<file path="src/rtl/m0.sv">
// m0: pipelined add/XOR mixing datapath, STAGES deep, WIDTH wide.
// Ports: clk, rst (async high), in_0/in_1 operands, out_0 = last x reg.
module m0 #(
  parameter int WIDTH  = 5,
  parameter int STAGES = 4
) (
  input  logic             clk,
  input  logic             rst,
  input  logic [WIDTH-1:0] in_0,
  input  logic [WIDTH-1:0] in_1,
  output logic [WIDTH-1:0] out_0
);

  // x[k]/y[k] hold stage k+1; stage 0 is the raw operand pair.
  logic [WIDTH-1:0] x [STAGES];
  logic [WIDTH-1:0] y [STAGES];

  always_ff @(posedge clk or posedge rst) begin
    if (rst) begin
      for (int k = 0; k < STAGES; k++) begin
        x[k] <= '0;
        y[k] <= '0;
      end
    end else begin
      // carry-out dropped by truncation to WIDTH
      x[0] <= in_0 + in_1;
      y[0] <= in_0 ^ in_1;
      for (int k = 1; k < STAGES; k++) begin
        x[k] <= x[k-1] + y[k-1];
        y[k] <= x[k-1] ^ y[k-1];
      end
    end
  end

  assign out_0 = x[STAGES-1];

endmodule

</file>
<file path="config.mk">
export PLATFORM = sky130hd
export DESIGN_NAME = m0
export DESIGN_NICKNAME = d
export VERILOG_FILES = /design/src/rtl/m0.sv
export SDC_FILE = /design/constraint.sdc
export NUM_CORES = 1
export LEC_CHECK = 0
export CELL_PAD_IN_SITES_DETAIL_PLACEMENT = 0
export CELL_PAD_IN_SITES_GLOBAL_PLACEMENT = 1
export CORE_ASPECT_RATIO = 1.4
export CORE_UTILIZATION = 42
export CTS_CLUSTER_SIZE = 30
export DETAILED_ROUTE_END_ITERATION = 10
export GPL_ROUTABILITY_DRIVEN = 0
export PLACE_DENSITY_LB_ADDON = 0.1
export SYNTH_ARGS = -nofsm -noshare
export SYNTH_HDL_FRONTEND = slang
export SYNTH_SLANG_ARGS = --single-unit
</file>
<file path="constraint.sdc">
create_clock -name clk -period 1.7 [get_ports clk]
set_input_delay 0.34 -clock clk [delete_from_list [all_inputs] [get_ports clk]]
set_output_delay 0.34 -clock clk [all_outputs]
set_load 0.005 [all_outputs]
</file>
==> run summary <==
Die Ht: 65.41 um
Die W: 47.29 um
Share of cells above drive strength 1: 7.407%
Synth Area in Compound Gates: 5.913%
#FFs+latches synth: 27
Net count, final: 136
Cell Pwr Density: 1434 nW/um^2
I/O pin count: 17
Crit Path Max Fanout: 2
Number of gates resized after cts: 0
Period utilisation layout: 92.29%
First-pass GRT wire length: 2801 um
Gr ovfl total: 0
CTS max path bufs: 2
Setup crit end kind: flop
Most instantiated library cell after synthesis: dfrtp_1
Core Box Area: 2670 sq um
TritonRoute pass-1 iters: 3
Synth Flop Type: dfrtp_1
Synthesized instance count: 92
Skew-Pair Late Insertion Delay: 0.31 ns
Wire per inst: 9.708 um
Setup Slack @ Placement: -0.2188 ns
Mux share of post-synthesis cell area: 0%
Max IR drop VDD: 0.5091 mV
Unique cell type count in the Yosys netlist: 13
DIE AREA: 3093 sq um
Final WL: 1398 um
Critical Path RT: 1.95 ns
Setup Buffers After CTS: 0
Arrival @ worst endpoint: 1.82 ns
Slew Limit Fails: 0
Clock sink count: 27
GRT Total Usage: 12.62%
Seq/Total Area, Yosys: 56.02%
DRT iter0 DRCs: 15
Hold_buf cts: 0
Max cap viols: 0
Area of the mapped netlist: 1206 sq um
TritonCTS clock tree: yes
Layout Skew: 0.008292 ns
Dominant cells by area after synthesis: dfrtp_1 56%, ha_1 12%, xor2_1 5.8%
Area fraction of the dominant cell type after synthesis: 56.02%
Ant diodes: 0
Antenna Violating Nets Remaining: 0
# DRC: 0
Initial antenna violation count: 0
Outcome: completed
DP Wirelength: 1143 um
Root Buffer: clkbuf_4
CTS buffer count: 3
Worst min path class: input port to asynchronous set/reset pin
Clock-pin slew on the worst setup and hold paths: 0.13 ns
Post-synthesis simple-gate area fraction: 2.282%
Overall power: 2007 uW
F_max: 637.4 MHz
RSZ-0062 raised after global routing: false
Post-route minimum period: 1.569 ns
FP Rows: 22
Static Leakage: 0.0006866 uW
Final Hold Vio Count: 0
IO buf count: 14
Final WS setup: 0.1310 ns
Post-Layout Inst Area: 1399 sq um
Synth top cells by count: 27 x dfrtp_1, 13 x inv_1, 12 x ha_1, 8 x xor2_1, 7 x xnor2_1
Vias post-DR: 641
Setup TNS: 0 ns
Critical Path Start Type: input port
Adder and majority cell fraction of the synthesized area: 17.43%
Largest family of logic cells by synthesized area: adder cells
Crit path kind: input port to flop
Area Growth Syn to Fin: 15.97%
Largest net degree at the start of global routing: 28
Post-Synth XOR/XNOR Area: 10.89%
Yosys top cell by area: dfrtp_1
Syn_area_per_cell: 13.11 sq um
Synth warnings: 0
Via density: 4.451
Number of global-route vias before repair: 724
H-tree Lvls: 1
FFs w/ async S/R, synth: 100.0%
Area after DPL: 1373 sq um
Fill count: 246
Initial Util: 45.17%
Post-synth EDFFs: 0
Final setup fails: 0
metrics by stage:
stage | std cells | hold WS [ns] | util, %
floorplan | 93 | 0.3927 | -
global placement | 140 | 0.4480 | 51.41
detailed placement | 140 | 0.4553 | 51.41
CTS | 144 | 0.3676 | 52.39
global route | 144 | 0.3710 | 52.39
finish | 144 | 0.3575 | 52.39
area by class of cell:
class | instances | area [sq um] | area share [%]
clock buffers | 4 | 26.28 | 1.878
inverters | 13 | 48.80 | 3.488
multi-input cells | 48 | 447.9 | 32.02
flip-flops and latches | 27 | 675.6 | 48.30
well taps | 36 | 45.04 | 3.220
repair buffers | 16 | 155.1 | 11.09
flip-flops by register name (all words and copies together) (netlist names):
signal  flops
y          13
x          11
out_0       3
report_power, final:
group,leakage [uW],internal (uW),switching (uW)
clock,0.0000150,91.5,167
combinational,0.000357,425,357
sequential,0.000315,883,83.4
total,0.000687,1400,608
layer usage:
metal / wire [um] / global-route usage (%)
met1: 472 / 13.27
met2: 862 / 23.29
met3: 47 / 1.648
met4: 15 / 5.357
met5: 0 / 0
cell usage in the layout, fill, tap and decap left out:
| cell | instances |
|---|---|
| xnor2_1 | 7 |
| xor2_1 | 8 |
| buf_4 | 2 |
| clkdlybuf4s50_1 | 14 |
| dfrtp_1 | 27 |
| ha_1 | 12 |
| a21o_1 | 4 |
| nand2b_1 | 2 |
| conb_1 | 2 |
| a21oi_1 | 3 |
| nor2_1 | 4 |
| clkbuf_4 | 3 |
| inv_1 | 13 |
| clkbuf_1 | 1 |
| fa_1 | 3 |
| a21oi_2 | 3 |
worst max-delay path, cell delays in order:
cell	delay, ns
clkdlybuf4s50_1	0.46
ha_1	0.16
inv_1	0.05
fa_1	0.36
nand2b_1	0.15
a21oi_1	0.15
xor2_1	0.15
logic make-up (layout without fill, tap and decap cells):
family | after synthesis | after routing
DFF | 27 | 27
adders and majority gates | 15 | 15
AOI/OAI and AO/OA | 10 | 10
other | 1 | 2
and+or+nand+nor | 6 | 6
xor gates and xnor gates | 15 | 15
buffers and inverters | 18 | 33
final timing paths:
kind	start	endpoint	slack (ns)	cells past startpoint
min reg2reg	y[19]	y[14]	0.47	1
max reg2reg	y[16]	x[14]	0.27	5
min	rst	y[18]	0.36	3
min in group clk	y[19]	y[14]	0.47	1
max in group asynchronous	rst	y[7]	1.08	3
max	in_0[0]	x[19]	0.13	7
(Power assumes the default switching activity.)
